$ cat config.mk
export PLATFORM = sky130hd
export DESIGN_NAME = phys_reg_wakeup
export DESIGN_NICKNAME = d
export VERILOG_FILES = /design/src/rtl/phys_reg_wakeup.sv
export SDC_FILE = /design/constraint.sdc
export NUM_CORES = 2
export LEC_CHECK = 0
export BUFFER_PORTS_ARGS = -buffer_cell sky130_fd_sc_hd__buf_2
export CAP_MARGIN = 20
export CORE_UTILIZATION = 65
export DETAILED_ROUTE_END_ITERATION = 16
export HOLD_SLACK_MARGIN = 0.06
export PLACE_DENSITY = 0.79
export RECOVER_POWER = 100
export REMOVE_ABC_BUFFERS = 1
export SLEW_MARGIN = 20
export SYNTH_ARGS = -nofsm -noshare
export SYNTH_HDL_FRONTEND = slang
export SYNTH_SLANG_ARGS = --single-unit
$ cat constraint.sdc
create_clock -name CLK -period 9.9 [get_ports CLK]
set_input_delay 0.99 -clock CLK [delete_from_list [all_inputs] [get_ports CLK]]
set_output_delay 0.99 -clock CLK [all_outputs]
set_load 0.005 [all_outputs]
$ cat src/rtl/phys_reg_wakeup.sv
// phys_reg_wakeup: physical register file receiving the EXE result broadcast.
// Keeps the value array and per-entry ready bits, serves two issue-side
// operand read ports with same-cycle broadcast bypass, re-emits a registered
// wakeup pulse to the issue queue, and counts outstanding (not-ready) entries.
// Entry 0 is hardwired: always ready, value 0, immune to alloc and broadcast.

module phys_reg_wakeup #(
    parameter int NUM_PREGS = 64,
    parameter int DATA_W    = 32,
    parameter int IDX_W     = $clog2(NUM_PREGS)
) (
    input  logic              CLK,
    input  logic              RESET,
    input  logic              broadcast_flag,
    input  logic [IDX_W-1:0]  broadcast_map,
    input  logic [4:0]        broadcast_reg,
    input  logic [DATA_W-1:0] broadcast_val,
    input  logic              alloc_flag,
    input  logic [IDX_W-1:0]  alloc_map,
    input  logic              flush,
    input  logic [IDX_W-1:0]  rd_mapA,
    input  logic [IDX_W-1:0]  rd_mapB,
    output logic [DATA_W-1:0] rd_valA,
    output logic [DATA_W-1:0] rd_valB,
    output logic              rd_readyA,
    output logic              rd_readyB,
    output logic              wakeup_flag,
    output logic [IDX_W-1:0]  wakeup_map,
    output logic [DATA_W-1:0] wakeup_val,
    output logic [IDX_W:0]    pending_count
);

    localparam logic [IDX_W-1:0]  ZERO_IDX  = {IDX_W{1'b0}};
    localparam logic [DATA_W-1:0] ZERO_VAL  = {DATA_W{1'b0}};
    localparam logic [IDX_W:0]    ZERO_CNT  = {(IDX_W+1){1'b0}};
    localparam logic [IDX_W:0]    ONE_CNT   = {{IDX_W{1'b0}}, 1'b1};
    localparam logic [IDX_W:0]    MAX_PEND  = (IDX_W+1)'(NUM_PREGS - 1);

    logic [DATA_W-1:0]    value_r [NUM_PREGS];
    logic [NUM_PREGS-1:0] ready_r;
    logic [NUM_PREGS-1:0] ready_next_s;
    logic                 wakeup_flag_r;
    logic [IDX_W-1:0]     wakeup_map_r;
    logic [DATA_W-1:0]    wakeup_val_r;
    logic [IDX_W:0]       pending_r;
    logic [IDX_W:0]       pending_next_s;
    logic                 bc_hit_s;
    logic                 al_hit_s;
    logic                 inc_s;
    logic                 dec_s;
    logic                 debug_unused_s;

    // The architectural destination is carried for debug visibility only.
    assign debug_unused_s = ^broadcast_reg;

    // Qualify broadcast/alloc events and decide the pending-count step.
    always_comb begin
        bc_hit_s = broadcast_flag && (broadcast_map != ZERO_IDX);
        // A flush discards any allocation presented in the same cycle.
        al_hit_s = alloc_flag && (alloc_map != ZERO_IDX) && !flush;
        inc_s    = al_hit_s && ready_r[alloc_map];
        // A same-map allocation re-arms the entry, so no decrement then.
        dec_s    = bc_hit_s && !ready_r[broadcast_map] &&
                   !(al_hit_s && (alloc_map == broadcast_map));
    end

    // Next ready vector: flush readies everything, alloc beats broadcast.
    always_comb begin
        ready_next_s = ready_r;
        if (flush) begin
            ready_next_s = {NUM_PREGS{1'b1}};
        end else begin
            if (bc_hit_s) begin
                ready_next_s[broadcast_map] = 1'b1;
            end else begin
                ready_next_s = ready_next_s;
            end
            if (al_hit_s) begin
                ready_next_s[alloc_map] = 1'b0;
            end else begin
                ready_next_s = ready_next_s;
            end
        end
        ready_next_s[0] = 1'b1;
    end

    // Next pending count, bounded to 0..NUM_PREGS-1.
    always_comb begin
        pending_next_s = pending_r;
        if (flush) begin
            pending_next_s = ZERO_CNT;
        end else if (inc_s && !dec_s && (pending_r < MAX_PEND)) begin
            pending_next_s = pending_r + ONE_CNT;
        end else if (dec_s && !inc_s && (pending_r > ZERO_CNT)) begin
            pending_next_s = pending_r - ONE_CNT;
        end else begin
            pending_next_s = pending_r;
        end
    end

    // Ready bits and pending count state.
    always_ff @(posedge CLK or negedge RESET) begin
        if (!RESET) begin
            ready_r   <= {NUM_PREGS{1'b1}};
            pending_r <= ZERO_CNT;
        end else begin
            ready_r   <= ready_next_s;
            pending_r <= pending_next_s;
        end
    end

    // Value array: a valid broadcast writes its result (flush does not block it).
    always_ff @(posedge CLK or negedge RESET) begin
        if (!RESET) begin
            for (int i = 0; i < NUM_PREGS; i++) begin
                value_r[i] <= ZERO_VAL;
            end
        end else begin
            if (bc_hit_s) begin
                value_r[broadcast_map] <= broadcast_val;
            end
        end
    end

    // Registered single-cycle wakeup pulse, one cycle after the broadcast.
    always_ff @(posedge CLK or negedge RESET) begin
        if (!RESET) begin
            wakeup_flag_r <= 1'b0;
            wakeup_map_r  <= ZERO_IDX;
            wakeup_val_r  <= ZERO_VAL;
        end else begin
            wakeup_flag_r <= bc_hit_s;
            if (bc_hit_s) begin
                wakeup_map_r <= broadcast_map;
                wakeup_val_r <= broadcast_val;
            end
        end
    end

    // Operand read ports with same-cycle broadcast bypass; map 0 reads as ready zero.
    always_comb begin
        if (rd_mapA == ZERO_IDX) begin
            rd_valA   = ZERO_VAL;
            rd_readyA = 1'b1;
        end else if (broadcast_flag && (broadcast_map == rd_mapA)) begin
            rd_valA   = broadcast_val;
            rd_readyA = 1'b1;
        end else begin
            rd_valA   = value_r[rd_mapA];
            rd_readyA = ready_r[rd_mapA];
        end
        if (rd_mapB == ZERO_IDX) begin
            rd_valB   = ZERO_VAL;
            rd_readyB = 1'b1;
        end else if (broadcast_flag && (broadcast_map == rd_mapB)) begin
            rd_valB   = broadcast_val;
            rd_readyB = 1'b1;
        end else begin
            rd_valB   = value_r[rd_mapB];
            rd_readyB = ready_r[rd_mapB];
        end
    end

    assign wakeup_flag   = wakeup_flag_r;
    assign wakeup_map    = wakeup_map_r;
    assign wakeup_val    = wakeup_val_r;
    assign pending_count = pending_r;

endmodule

# Word level (Yosys, flattened, before mapping)
# Cells that the tools add are included.
# op_classes
n_lt_le_gt_ge,12
n_eq_ne,3
add_sub_neg,2
reduce_logical,26
n_bitwise,6
mux,36
# op_table
cell,n
$bwmux W2048,1
$bmux W32 S6,2
$mux W32,9
$mux W64,4
$demux W32 S6,1
$and A64 B64 Y64,1
$not A64 Y64,1
$or A64 B64 Y64,1
$lt A6 B7 Y1 const B,4
$bmux W1 S6,4
$ge A7 B7 Y1 const B,3
$mux W7,3
$not A6 Y7,3
$eq A6 B6 Y1,3
$logic_and A1 B1 Y1,16
$demux W1 S6,2
$ge A6 B1 Y1 const B,2
$logic_not A6 Y1,2
$reduce_bool A6 Y1,2
$mux W1,10
$add A7 B1 Y7 const B,1
$gt A7 B1 Y1 const B,1
$lt A7 B1 Y1 const B,1
$lt A7 B6 Y1 const B,1
3 further kinds,7
# totals
reg_bits,2157
out_inout_bits,112
in_bits,66
wordCells,154

# Logic depth before layout (Yosys ltp)
# logic_depth
ltp_word,11
mapped_depth,17
ltp_nobuf,14

# Worst setup path before layout
# Ideal clock, no wire load.
# synth_path
path_kind,input -> output
from,input rd_mapB[0]
to,output rd_valB[1]
n_path_buf,4
setup_slack_ns,5.640
required_time_ns,8.910
path_stages,10
arrival_time_ns,3.270
cell_sequence,buf_2 > buf_4 > buf_2 > buf_2 > mux4_2 > mux4_2 > mux2i_1 > nand2_1 > o211ai_1 > a21oi_1
# synth_between
elab_chain_len,6
elab_cells_between_ends,9
cone_classes,1 x eq/ne; 5 x mux; 1 x bitwise; 2 x reduce/logical
# synth_lines
element,line_no,rtl
start: declaration,22,"input logic [IDX_W-1:0] rd_mapB,"
$not A6 Y7 (not written as such),159,rd_valB = value_r[rd_mapB];
$bmux W32 S6,159,
$mux W32 (not written as such) (2 in a row),159,
$mux W32,155,end else if (broadcast_flag && (broadcast_map == rd_mapB)) begin
$mux W32 (*),152,if (rd_mapB == ZERO_IDX) begin
end: declaration,24,"output logic [DATA_W-1:0] rd_valB,"
# Every way passes the cells marked *; elsewhere a longest branch is shown, timed or not. The select of a mux whose other input is x is not followed.

# Worst setup path in the final report
# layout_path
from,input broadcast_map[2]
to,register value_r[812] (netlist bit)
# layout_between
elab_chain_len,6
elab_cells_between_ends,9
cone_classes,2 x order compare; 3 x mux; 1 x bitwise; 3 x reduce/logical
# layout_lines
element,line_no,rtl
start: declaration,15,"input logic [IDX_W-1:0] broadcast_map,"
$not A6 Y7 (not written as such),120,value_r[broadcast_map] <= broadcast_val;
$ge A7 B7 Y1 (not written as such) or $lt A7 B1 Y1 (tied branches),120,
$logic_and A1 B1 Y1 (not written as such),120,
$mux W32 (not written as such),120,
$demux W32 S6,120,
$bwmux W2048,120,
end signal: indexed assignment,120,
end: declaration,39,logic [DATA_W-1:0] value_r [NUM_PREGS];
# Parallel ways exist; a longest one is shown, timed or not.
# A chain may end at the register's enable or synchronous reset.

==> results.yml <==
outcome:
  status: "finished, violations left"
  violations: "capacitance limit, slew limit"
logic_synthesis:
  async_flop_share_pct: 100
  synth_fa_ha_area_share_pct: 0.0712
  yosys.area.top_type: "dfrtp_1"
  ys_seq_area_share_pct: 46.6
  synth_xor_area_share_pct: 0.166
  synth_mux_area_share_pct: 46.6
  ys_top_cells_by_area: "dfrtp_1 45%, mux4_2 27%, mux2_2 19%"
  synth_edf_count: 0
  yosysWarnings: 0
  synth_area_per_cell_um2: 15.9
  synth_flop_cell: "dfrtp_1"
  synth-simple-area-share_pct: 2.34
  synth_area_um2: 116000
  synth-seq-cells: 2157
  synth_top_family_by_area: "multiplexers"
  yosys.area.top_type_share_pct: 45.2
  synth_compound_area_share_pct: 1.12
  yosysUniqueCellTypes: 66
  synthCells: 7296
placed_design:
  portBuffers: 172
  dp_hpwl_um: 193000
  pre_cts_slack_ns: 3.69
  gp_congestion: 0.890
  post-place-cells: 9134
timing:
  fin_crit_ns: 8.38
  final-setup-viol-count: 0
  rsz0062_at_grt: "no"
  fin_tns_setup_ns: 0
  drv_slew: 2502
  fmax_ghz: 0.119
  hold_viol: 0
  period_share_pct: 84.6
  slew_headroom_pct: -362
  tightestPinTransition_ns: 6.93
  skew_ns: 0.0216
  layout_setup_ws_ns: 1.52
clocking:
  post_cts_buffers: 0
  cts_tree: "built"
  clk_path_buf_depth: 3
  clk_pin_slew_ns: 0.06
  cts.sinks: 2157
  cts_resized: 0
  cts_root_buffer: "clkbuf_16"
  clkLatencyLatePin_ns: 0.88
  numCtsBuffers: 221
  h-tree-depth: 4
  hold_buffers: 0
power:
  ir_worst_vdd_v: 0.000164
  leakagePower_nw: 54.7
  switchingPower_mw: 6.18
  intPower_mw: 17.3
  p_total_mw: 23.5
  p_sw_share_pct: 26.3
  p_comb_share_pct: 17.4
  p_clk_share_pct: 36.7
  power.share.sequential_pct: 45.9
  p_per_area_nw_per_um2: 188
critical_path:
  crit_path_end_kind: "register"
  cp-start-kind: "input port"
  required_ns: 10.64
  critPathMaxFanout: 35
  path_class: "in2reg"
  cp_data_arrival_time_ns: 9.12
die:
  fp-row-count: 154
  ios: 178
  die_x_um: 424
  initial_utilization_pct: 65.6
  dieArea_um2: 180000
  core-area_um2: 177000
  die_height_um: 424
layout:
  layout.cells.non_filler: 9557
  syn2layout_area_growth_pct: 8.03
  final_cell_mix: "2094 x dfrtp_1, 1955 x mux2_2, 1387 x mux4_2"
  drive_gt1_share_pct: 55.5
  final_nets: 7093
  final_common_cell: "dfrtp_1"
global_routing:
  grt.total_usage_pct: 41.4
  grt_pass1_vias: 76200
  grt_first_pass_wirelength_um: 532000
  antenna_found_initial: 13
  grt_max_degree: 185
  grt_remaining_overflow: 0
routing:
  viasPerCell: 7.71
  first_pass_iters: 6
  drt_iter0_drc: 10400
  via_count: 73600
  routedWlPerCell_um: 38.0
  routed_wl_um: 364000
  drtAntennaViolNets: 0
  drc: 0
run:
  drv_cap: 107
worst_hold_path:
  hp-class: "reg2reg"
cell usage after synthesis, drive strengths merged (3+ instances only):
cell	n
xor2	10
a221oi	3
mux2	1966
and3	6
clkbuf	507
a31oi	6
ha	5
a211o	5
o211ai	11
and3b	4
and2	4
a21oi	58
nor3	9
mux4	1387
nor2	111
or3	8
a211oi	8
nor4	5
buf	337
dfrtp	2094
nor3b	8
o31ai	4
o22ai	23
nand2b	6
a22o	3
nand2	431
inv	26
o32a	26
nor2b	13
dfstp	63
mux2i	58
nand4	8
a21o	4
a22oi	5
nand3	16
o21ai	11
nand3b	6
xnor2	12
o2bb2ai	3
power by group through the flow:
stage,sequential [mW],clock (mW),combinational [mW]
floorplan,10.6,0,2.74
global placement,10.7,0,3.95
detailed placement,10.9,0,4.07
CTS,10.7,8.65,4.10
global route,10.9,8.99,4.33
finish,10.8,8.62,4.10
state kept, by name, indices dropped and copies added (netlist names):
| register | count |
|---|---|
| pending_count | 7 |
| ready_r | 63 |
| value_r | 2048 |
| wakeup_flag | 1 |
| wakeup_map | 6 |
| wakeup_val | 32 |
metal layers:
layer	vias to the layer above	wire length [µm]	track usage [%]	share of wire (%)
met5	-	67	0	0.018
li1	27700	-	-	-
met1	39500	127000	54.8	35
met2	5135	167000	61.6	46
met3	1268	45700	13.0	13
met4	10	24000	23.4	6.6
metrics by stage:
stage          utilization [%]  hold WS, ns  instance area (µm²)
6_report                  70.9        0.396               125000
5_1_grt                   70.8        0.408               125000
4_1_cts                   71.3        0.121               126000
3_5_place_dp              67.1        0.383               119000
3_3_place_gp              67.0        0.376               118000
2_1_floorplan                -        0.365               112000
worst max-delay path, cell delays in order:
cell,delay (ns)
clkbuf_1,1.61
nand3_1,1.16
nor2_1,1.47
clkbuf_1,1.27
clkbuf_1,2.07
mux2_2,0.49
final cells by class:
cell class              count  area [µm²]
repair buffers            346        2290
clock buffers             334        6670
clock inverters            72         797
inverters                  26        97.6
diodes                     13        32.5
multi-input cells        4269       58300
well taps                2340        2930
fillers                 11000       51500
flip-flops and latches   2157       54100
cells by family after synthesis:
logic type                 after synthesis
muxes                                 3411
DFF                                   2157
buffers and inverters                  870
and+or+nand+nor                        645
AOI/OAI and AO/OA                      185
xor gates and xnor gates                22
adders and majority gates                6
path summary, 6_finish.rpt:
| kind | end | depth (start not counted) | startpoint | slack, ns |
|---|---|---|---|---|
| max | value_r[812]$_DFFE_PN0P_ | 6 | broadcast_map[2] | 1.52 |
| min | value_r[2042]$_DFFE_PN0P_ | 0 | value_r[2042]$_DFFE_PN0P_ | 0.40 |
| max reg2reg | pending_count[6]$_DFFE_PN0P_ | 14 | ready_r[41]$_DFF_PN1_ | 5.74 |
| min reg2reg | value_r[2042]$_DFFE_PN0P_ | 0 | value_r[2042]$_DFFE_PN0P_ | 0.40 |
| max in group asynchronous | value_r[1770]$_DFFE_PN0P_ | 3 | RESET | 2.93 |
| min in group asynchronous | value_r[363]$_DFFE_PN0P_ | 1 | RESET | 2.77 |
No activity file was read; power rests on OpenSTA's default activity.
